### src/rtl/fifo_rd_arbiter.sv
// Read-side scheduler for the async FIFO: round-robin burst grants over the single
// read port, returning each popped word registered and tagged with its owner index.
module fifo_rd_arbiter #(
  parameter int NUM_REQ    = 4,
  parameter int DATA_WIDTH = 8,
  parameter int MAX_BURST  = 4,
  localparam int IDX_W     = $clog2(NUM_REQ),
  localparam int CNT_W     = $clog2(MAX_BURST + 1)
) (
  input  logic                  rclk,
  input  logic                  rrst_n,
  input  logic                  fifo_empty,
  input  logic [DATA_WIDTH-1:0] fifo_rdata,
  output logic                  fifo_rinc,
  input  logic [NUM_REQ-1:0]    req,
  output logic [NUM_REQ-1:0]    gnt,
  output logic                  out_valid,
  output logic [DATA_WIDTH-1:0] out_data,
  output logic [IDX_W-1:0]      out_id,
  output logic                  busy
);

  typedef enum logic [0:0] {
    IDLE  = 1'b0,
    GRANT = 1'b1
  } state_e;

  localparam logic [NUM_REQ-1:0] ONE_HOT_0 = {{(NUM_REQ-1){1'b0}}, 1'b1};

  state_e                state_q, state_d;
  logic [IDX_W-1:0]      gnt_idx_q, gnt_idx_d;
  logic [IDX_W-1:0]      rr_ptr_q, rr_ptr_d;
  logic [CNT_W-1:0]      cnt_q, cnt_d;
  logic [NUM_REQ-1:0]    gnt_q, gnt_d;
  logic                  out_valid_q, out_valid_d;
  logic [DATA_WIDTH-1:0] out_data_q, out_data_d;
  logic [IDX_W-1:0]      out_id_q, out_id_d;

  logic [IDX_W-1:0]      win_idx_s;
  logic [IDX_W:0]        sum_s;
  logic [IDX_W:0]        pos_s;
  logic                  pop_s;
  logic                  last_s;

  // Round-robin winner: scan from the highest candidate down so the index
  // closest to rr_ptr (modulo NUM_REQ, explicit for non-power-of-two) wins.
  always_comb begin
    win_idx_s = '0;
    sum_s     = '0;
    pos_s     = '0;
    for (int k = NUM_REQ - 1; k >= 0; k--) begin
      sum_s     = {1'b0, rr_ptr_q} + (IDX_W+1)'(k);
      pos_s     = (sum_s >= (IDX_W+1)'(NUM_REQ)) ? (sum_s - (IDX_W+1)'(NUM_REQ)) : sum_s;
      win_idx_s = req[pos_s[IDX_W-1:0]] ? pos_s[IDX_W-1:0] : win_idx_s;
    end
  end

  assign pop_s     = (state_q == GRANT) && req[gnt_idx_q] && !fifo_empty;
  assign last_s    = (cnt_q == CNT_W'(MAX_BURST - 1));
  assign fifo_rinc = pop_s;

  // Next-state, grant and data-return logic.
  always_comb begin
    state_d     = state_q;
    gnt_idx_d   = gnt_idx_q;
    rr_ptr_d    = rr_ptr_q;
    cnt_d       = cnt_q;
    gnt_d       = gnt_q;
    out_valid_d = pop_s;
    out_data_d  = pop_s ? fifo_rdata : out_data_q;
    out_id_d    = pop_s ? gnt_idx_q : out_id_q;
    case (state_q)
      IDLE: begin
        if (!fifo_empty && (|req)) begin
          state_d   = GRANT;
          gnt_idx_d = win_idx_s;
          gnt_d     = ONE_HOT_0 << win_idx_s;
          cnt_d     = '0;
        end else begin
          gnt_d = '0;
        end
      end
      GRANT: begin
        // A completed burst and a dropped request release identically.
        if (pop_s && !last_s) begin
          cnt_d = cnt_q + CNT_W'(1);
        end else begin
          state_d  = IDLE;
          gnt_d    = '0;
          rr_ptr_d = (gnt_idx_q == IDX_W'(NUM_REQ - 1)) ? '0 : (gnt_idx_q + IDX_W'(1));
        end
      end
      default: begin
        state_d = IDLE;
        gnt_d   = '0;
      end
    endcase
  end

  // State and output registers.
  always_ff @(posedge rclk or negedge rrst_n) begin
    if (!rrst_n) begin
      state_q     <= IDLE;
      gnt_idx_q   <= '0;
      rr_ptr_q    <= '0;
      cnt_q       <= '0;
      gnt_q       <= '0;
      out_valid_q <= 1'b0;
      out_data_q  <= '0;
      out_id_q    <= '0;
    end else begin
      state_q     <= state_d;
      gnt_idx_q   <= gnt_idx_d;
      rr_ptr_q    <= rr_ptr_d;
      cnt_q       <= cnt_d;
      gnt_q       <= gnt_d;
      out_valid_q <= out_valid_d;
      out_data_q  <= out_data_d;
      out_id_q    <= out_id_d;
    end
  end

  assign gnt       = gnt_q;
  assign out_valid = out_valid_q;
  assign out_data  = out_data_q;
  assign out_id    = out_id_q;
  assign busy      = (state_q == GRANT);

endmodule

### config.mk
export PLATFORM = sky130hd
export DESIGN_NAME = fifo_rd_arbiter
export DESIGN_NICKNAME = d
export VERILOG_FILES = /design/src/rtl/fifo_rd_arbiter.sv
export SDC_FILE = /design/constraint.sdc
export NUM_CORES = 1
export LEC_CHECK = 0
export ABC_CLOCK_PERIOD_IN_PS = 4400
export CAP_MARGIN = 20
export CORE_ASPECT_RATIO = 1.5
export CORE_MARGIN = 8
export CORE_UTILIZATION = 48
export DETAILED_ROUTE_END_ITERATION = 8
export PLACE_DENSITY = 0.82
export RECOVER_POWER = 25
export SYNTH_ARGS = -nofsm -noshare
export SYNTH_HDL_FRONTEND = slang
export SYNTH_SLANG_ARGS = --single-unit
### constraint.sdc
create_clock -name rclk -period 4.4 [get_ports rclk]
set_clock_uncertainty 0.2 [all_clocks]
set_input_delay 0.66 -clock rclk [delete_from_list [all_inputs] [get_ports rclk]]
set_output_delay 0.66 -clock rclk [all_outputs]
set_load 0.05 [all_outputs]
=== Yosys cells after proc, flatten, opt, wreduce, memory -nomap -nowiden ===
Cells that the tools add are included.

* Input bits: 15
* Output and inout port bits: 17
* Bits in registers: 23
* Word-level logic and storage cells: 72

* Muxes and demuxes: 28
* Bitwise operators: 2
* $lt $le $gt $ge: 9
* Add/subtract/negate cells: 9
* Shift-type cells: 1
* Reductions and logical operators: 10
* Eq/ne operators: 5

{| class="wikitable"
|+ Operators by type and width
! kind !! count
|-
| 2-bit 2-to-1 mux || 9
|-
| 2-bit by 3-bit less-than comparator with 1-bit output, second input constant || 5
|-
| 1-bit binary-select mux with 2-bit select || 5
|-
| 3-bit greater-or-equal comparator, second input constant || 3
|-
| 4-bit 2-to-1 mux || 2
|-
| 4-bit one-hot mux with 2 select lines || 1
|-
| 2-bit by 1-bit subtractor with 2-bit output, second input constant || 4
|-
| 1-bit 2-to-1 mux || 7
|-
| 2-bit by 2-bit adder with 3-bit output, second input constant || 2
|-
| 3-bit 2-to-1 mux || 2
|-
| 3-bit one-hot mux with 2 select lines || 1
|-
| 2-bit AND reduction || 3
|-
| 1-bit logical AND || 4
|-
| 2-bit != test, second input constant || 2
|-
| 4-bit OR reduction || 1
|-
| 1-bit by 2-bit left shift with 4-bit output, first input constant || 1
|-
| 2-bit by 1-bit adder with 3-bit output, second input constant || 1
|-
| 3-bit by 1-bit adder with 3-bit output, second input constant || 1
|-
| 3-bit by 2-bit equality test with 1-bit output, second input constant || 1
|-
| 2-bit by 3-bit greater-or-equal comparator with 1-bit output, second input constant || 1
|-
| 2-bit by 1-bit adder with 2-bit output, second input constant || 1
|-
| 2-bit equality test, second input constant || 1
|-
| 1-bit logical NOT || 2
|-
| 2-bit by 1-bit != test with 1-bit output, second input constant || 1
|-
| 2 further kinds || 3
|}

=== Logic depth before layout (Yosys ltp) ===
Gate-level depths: netlist (run 1).

* Word-level depth: 12
* Mapped depth: 7
* Depth with buffers taken out: 6

=== Least setup slack after synthesis (run 1) ===
OpenSTA, ideal clock, no wires.

* Path type: in2out
* From: input port req[3]
* To: output port fifo_rinc
* Slack: 1.923 ns
* Arrival: 1.617 ns
* Cell stages on the path: 4
* Required time: 3.540 ns
* Path buffers: 1
* Cells stage by stage: mux4_2 nand3b_2 buf_6 inv_1

* Cells in the longest elaborated chain, start to end: 4

{| class="wikitable"
|+ Ends and longest elaborated chain
! what !! line !! source
|-
| from (decl) || 15 || <nowiki>input logic [NUM_REQ-1:0] req,</nowiki>
|-
| 1-bit binary-select mux with 2-bit select || 58 || <nowiki>assign pop_s = (state_q == GRANT) && req[gnt_idx_q] && !fifo_empty;</nowiki>
|-
| 1-bit 2-to-1 mux (not written as such) || 58 ||
|-
| 1-bit logical AND (2 in a row) || 58 ||
|-
| to (decl) || 14 || <nowiki>output logic fifo_rinc,</nowiki>
|}

Every way passes these cells. The select of a mux whose other input is x is not followed.

=== Worst setup path in the final report (run 1) ===
Same ends and word-level chain as after synthesis.

==> run_results.csv, run 1 <==
group,metric,value,unit
drt,wire_per_inst,15.99,um
critical_path,r2r_start,"gnt_idx_q[1]$_DFFE_PN0P_",
clock_network,cts_tree,"built",
clock_network,ctsHoldBuffers,0,
clock_network,clk_latency,0.32,ns
critical_path,reg2reg_to,"rr_ptr_q[1]$_DFFE_PN0P_",
final_layout,area_growth,33.62,%
min_path,worstHoldStart,"gnt[0]$_DFFE_PN0P_",
critical_path,worstPathArrival,2.82,ns
floorplan,rows,20,
critical_path,cp_num_buf_inv,3,
run,maxCapViolCount,0,
clock_network,cts.sinks,23,
timing,worst_slack,0.7200,ns
synthesis,syn_area,0.001031,mm^2
final_layout,fin_nets,134,
min_path,hold_class,"reg2reg",
status,status,"completed",
timing,worst_slew_pin_slew,1.093,ns
floorplan,die_w,53.84,um
min_path,holdPathStages,2,
placed_design,gp_congestion,0.8297,
critical_path,path_delay_family,"buffers and inverters",
timing,max-slew-margin-rel,27.14,%
min_path,min_to,"gnt[0]$_DFFE_PN0P_",
critical_path,critPathSlowestCell,"clkdlybuf4s50_1",
critical_path,cpMostUsedCell,"clkdlybuf4s50_1",
global_route,grt_use_total,11.69,%
drt,drc,0,
final_layout,drive_above_1_share,15.65,%
synthesis,synth_top_area_share,55.83,%
synthesis,syn_area_per_cell,12.73,um^2
timing,period_minus_slack,3.680,ns
drt,vias_per_cell,5.423,
placed_design,dp_hpwl,1.647,mm
synthesis,yosysSeqAreaShare,55.83,%
placed_design,pre_cts_slack,0.7035,ns
synthesis,yosysWarnings,0,
placed_design,dpl.cell_count,132,
synthesis,yosysMostFrequentCell,"dfrtp_1",
clock_network,numCtsBuffers,3,
timing,finalHoldViolCount,0,
timing,rsz0062_at_grt,"no",
global_route,grt_overflow,0,
global_route,grt_pass1_vias,802,
synthesis,synth-edff-count,0,
clock_network,root_buffer,"clkbuf_4",
floorplan,ios,32,
floorplan,die-area,0.003917,mm^2
pwr,p_leak,0.6132,nW
pwr,vdd_drop_max,0.0004233,V
critical_path,critPathLaunchType,"primary input",
drt,routed_wl,2.191,mm
clock_network,clockBufferDepth,2,
global_route,grt_pass1_wl,3.470,mm
global_route,antenna_found_initial,0,
critical_path,rrSetupSlack,2.36,ns
synthesis,synthArstFlopShare,100.0,%
timing,clock.fmax,271.7,MHz
clock_network,cts-htree-levels,1,
critical_path,crit_fanout,13,
synthesis,synthTopCellsByArea,"dfrtp_1, mux2_2, ha_1",
timing,maxSlewViolCount,0,
synthesis,yosys.area.top_type,"dfrtp_1",
floorplan,initial_core_util,50.86,%
critical_path,r2r_cells,4,
placed_design,place.port_buffers,31,
floorplan,dieHeight,72.76,um
clock_network,postCtsSetupBuffers,0,
critical_path,path_cells,"clkdlybuf4s50_1, mux4_2, nand3b_2, inv_1, clkdlybuf4s50_1",
synthesis,synthCells,81,
clock_network,path_clk_slew,0.12,ns
critical_path,cp-end-kind,"primary output",
drt,dr_total_vias,743,
drt,drtAntennaViolNets,0,
synthesis,synth_ff_type,"dfrtp_1",
final_layout,antenna_cells,0,
timing,setup_viol,0,
drt,drt_iter0_drc,21,
critical_path,required,3.54,ns
pwr,powerDensity,697.9,mW/mm^2
critical_path,cp_slowest_stage_delay,0.71,ns
floorplan,core,0.002027,mm^2
critical_path,critPathKind,"in2out",
synthesis,syn_nets,99,
synthesis,yosys_register_bits,23,
final_layout,fin_cells,137,
timing,setup_tns,0,ns
timing,finalCritPeriodShare,83.64,%
global_route,grt_max_degree,24,
synthesis,synth_top_cells_by_count,"dfrtp_1, mux2_2, o21ai_0",
synthesis,yosysUniqueCellTypes,28,
clock_network,cts_resized,0,
drt,firstDrtPassIters,4,
[cells in the final DEF, fill, tap and decap left out]
cell / instances
mux2_1: 2
a21boi_0: 1
nor3b_1: 1
o21ai_0: 7
dlygate4sd3_1: 1
o32a_2: 1
mux2i_1: 1
inv_1: 5
nand3b_2: 1
a211o_1: 1
mux4_2: 1
a21o_1: 1
dfrtp_1: 23
nand2_1: 5
o32ai_1: 1
clkbuf_1: 1
nor3_1: 1
o2bb2ai_1: 1
a21oi_1: 1
and3_1: 1
nand3b_1: 1
a22o_1: 2
o21ai_2: 1
clkinv_2: 1
mux2_2: 10
clkbuf_4: 3
o21bai_1: 1
clkdlybuf4s50_1: 30
ha_1: 3
nor2_1: 4
nand3_1: 1
nand2b_1: 1
[worst register-to-register path, delay by kind of cell, from the launching register on]
kind	cells	cell delay (ns)
AOI/OAI and AO/OA	1	0.12
DFF	1	0.46
muxes	2	0.87
and+or+nand+nor	1	0.29
[power by group]
| part | switching (mW) | leakage [nW] | internal, mW |
|---|---|---|---|
| Sequential | 0.0620 | 0.290 | 0.291 |
| Clock | 0.0650 | 0.0177 | 0.0340 |
| Combinational | 0.310 | 0.306 | 0.200 |
| Total | 0.437 | 0.613 | 0.525 |
[routing by layer]
metal  GRT usage [%]  up-vias  wire length [um]
li1                -      358                 -
met1           12.72      352               840
met2           18.50       25              1142
met3           4.082        8               141
met4           7.042        0                66
met5               0        -                 0
[per-stage QoR]
stage / hold slack (ns) / util, % / cell area, um^2 / total power, mW
2_1_floorplan: 0.1644 / - / 1031 / 0.6966
3_3_place_gp: 0.2717 / 66.42 / 1346 / 0.8563
3_5_place_dp: 0.2827 / 66.42 / 1346 / 0.8703
4_1_cts: 0.3112 / 67.78 / 1374 / 0.9680
5_1_grt: 0.3389 / 67.96 / 1378 / 1.013
6_report: 0.3022 / 67.96 / 1378 / 0.9614
[sequential cells by signal (all words and copies together) (netlist names)]
| register | count |
|---|---|
| gnt | 4 |
| out_id | 2 |
| cnt_q | 3 |
| busy | 1 |
| rr_ptr_q | 2 |
| gnt_idx_q | 2 |
| out_data | 8 |
| out_valid | 1 |
[kinds of logic (layout without fill, tap and decap cells)]
group,count (synthesis),count (layout),share of synthesized area (%)
flip-flops,23,23,55.83
AO/OA/AOI/OAI,18,18,12.26
AND/OR/NAND/NOR,16,16,8.010
multiplexers,14,14,16.26
buffers and inverters,7,41,4.005
adder cells (fa/ha/maj),3,3,3.641
[how the worst max path moves through the flow]
stage / cells after the start / start / to / slack [ns]
2_1_floorplan: 4 / req[3] / fifo_rinc / 1.92
3_3_place_gp: 5 / req[3] / fifo_rinc / 0.76
3_5_place_dp: 5 / req[3] / fifo_rinc / 0.70
4_1_cts: 5 / req[3] / fifo_rinc / 0.71
5_1_grt: 5 / req[3] / fifo_rinc / 0.62
6_report: 5 / req[3] / fifo_rinc / 0.72
[area by class of cell]
type	count	area [um^2]
clock buffer	3	22.52
sequential	23	575.6
clock inverter	1	5.005
tap	22	27.53
fill	153	649.4
inverter	5	18.77
timing repair buffer	32	314.1
multi-input combinational	51	414.1
No activity file was read; power rests on OpenSTA's default activity.
==> run 2, diff against run 1 <==
Settings changed: ABC_CLOCK_PERIOD_IN_PS 4400 to 3400, CORE_UTILIZATION 48 to 45, PLACE_DENSITY 0.82 to 0.78.
Clock period 4.4 ns to 3.4 ns, I/O delays scaled along.
==> run 2 against run 1 <==
Compared with the run above:
- count of clock-buffer cells in the layout stayed put
- core utilization shrank 5.3 points
- sequential share of layout area down 0.19 points
- critical path type unchanged
- largest power group unchanged
==> run_results.csv, run 2 (synthesis gave the netlist of run 1 again) <==
group,metric,value,unit
timing,finalHoldViolCount,0,
clock_network,cts.sinks,23,
critical_path,critPathKind,"in2out",
final_layout,drive_above_1_share,17.24,%
timing,timing.hold.ws,0.3009,ns
critical_path,path_delay_family,"buffers and inverters",
final_layout,antenna_cells,0,
pwr,p_leak,0.6193,nW
timing,clock.fmax,380.5,MHz
final_layout,fin_cells,139,
min_path,hold_class,"reg2reg",
critical_path,cp-end-kind,"primary output",
critical_path,cp_num_buf_inv,3,
clock_network,clockBufferDepth,2,
final_layout,largest_register_ffs,8,
drt,firstDrtPassIters,4,
floorplan,die-area,0.004110,mm^2
critical_path,crit_fanout,7,
final_layout,final_cell_mix,"clkdlybuf4s50_1, dfrtp_1, mux2_2",
floorplan,core,0.002207,mm^2
run,maxCapViolCount,0,
clock_network,path_clk_slew,0.12,ns
pwr,fin_total_pwr,1.238,mW
floorplan,ios,32,
critical_path,rrSetupSlack,1.41,ns
final_layout,multiInputGateArea,414.1,um^2
clock_network,clk_latency,0.30,ns
global_route,grt_pass1_wl,3.560,mm
drt,vias_per_cell,5.460,
clock_network,cts_tree,"built",
final_layout,fin_nets,135,
timing,setup_tns,0,ns
pwr,powerDensity,894.3,mW/mm^2
placed_design,dpl.cell_count,134,
placed_design,dp_hpwl,1.675,mm
timing,worst_slew_pin_slew,0.6365,ns
final_layout,ff_latch_area,575.6,um^2
drt,dr_total_vias,759,
timing,max-slew-margin-rel,57.57,%
clock_network,root_buffer,"clkbuf_4",
critical_path,worstPathArrival,1.92,ns
timing,setup_viol,0,
placed_design,gp_congestion,0.8907,
critical_path,critPathLaunchType,"primary input",
drt,routed_wl,2.160,mm
critical_path,cp_slowest_stage_delay,0.54,ns
final_layout,final_util,62.70,%
floorplan,initial_core_util,46.71,%
final_layout,fin_area,0.001384,mm^2
drt,drtAntennaViolNets,0,
drt,drc,0,
timing,period_minus_slack,2.628,ns
placed_design,placed_cell_area,0.001353,mm^2
global_route,antenna_found_initial,0,
clock_network,postCtsSetupBuffers,0,
clock_network,cts_resized,0,
clock_network,ctsHoldBuffers,0,
drt,drt_iter0_drc,10,
global_route,grt_max_degree,24,
global_route,grt_use_total,11.30,%
floorplan,die_w,55.08,um
status,status,"completed",
critical_path,critPathSlowestCell,"mux4_2",
drt,wire_per_inst,15.54,um
timing,finalCritPeriodShare,77.30,%
pwr,vdd_drop_max,0.0005539,V
clock_network,numCtsBuffers,3,
timing,worst_slack,0.7717,ns
floorplan,dieHeight,74.62,um
final_layout,final_common_cell,"clkdlybuf4s50_1",
critical_path,required,2.69,ns
global_route,grt_overflow,0,
final_layout,area_growth,34.22,%
placed_design,pre_cts_slack,0.7694,ns
final_layout,fill_cells,197,
timing,rsz0062_at_grt,"no",
floorplan,rows,21,
critical_path,path_cells,"clkdlybuf4s50_1, mux4_2, nand3b_2, inv_1, buf_4",
timing,maxSlewViolCount,0,
placed_design,place.port_buffers,31,
clock_network,cts-htree-levels,1,
global_route,grt_pass1_vias,838,
## run 2: cell types whose count changed in the layout (fill, tap and decap cells not counted)
cell and delta:
buf_4 +2, clkdlybuf4s50_1 -1
## run 2: tightest hold or removal path: stages (launching register included)
cell and delay (ns):
dfrtp_1 0.37, nand2_1 0.05, o21ai_0 0.06
## run 2: path summary, 6_finish.rpt
kind,from,endpoint,cells past startpoint
setup / recovery,req[3],fifo_rinc,5
hold / removal,gnt[0]$_DFFE_PN0P_,gnt[0]$_DFFE_PN0P_,2
setup reg to reg,gnt_idx_q[1]$_DFFE_PN0P_,rr_ptr_q[1]$_DFFE_PN0P_,5
min in group asynchronous,rrst_n,out_data[7]$_DFFE_PN0P_,1
hold reg to reg,gnt[0]$_DFFE_PN0P_,gnt[0]$_DFFE_PN0P_,2
max in group asynchronous,rrst_n,gnt[1]$_DFFE_PN0P_,2
## run 2: power breakdown
part / leakage, nW / total, mW / internal, mW / switching (mW)
combinational: 0.312 / 0.662 / 0.262 / 0.401
sequential: 0.290 / 0.454 / 0.376 / 0.0776
clock: 0.0177 / 0.122 / 0.0439 / 0.0778
## run 2: routing by layer
layer | wire, um | up-vias | global-route usage (%)
met5 | 0 | - | 0
met3 | 88 | 4 | 2.569
met2 | 1194 | 17 | 19.13
met1 | 847 | 379 | 12.77
li1 | - | 359 | -
met4 | 30 | 0 | 5.094
## run 2: final cells by class
type / instances / area share (%)
flip-flops and latches: 23 / 41.59
inverters: 5 / 1.356
well taps: 23 / 2.080
repair buffers: 33 / 23.06
clock inverters: 1 / 0.3617
multi-input cells: 51 / 29.93
clock buffers: 3 / 1.627
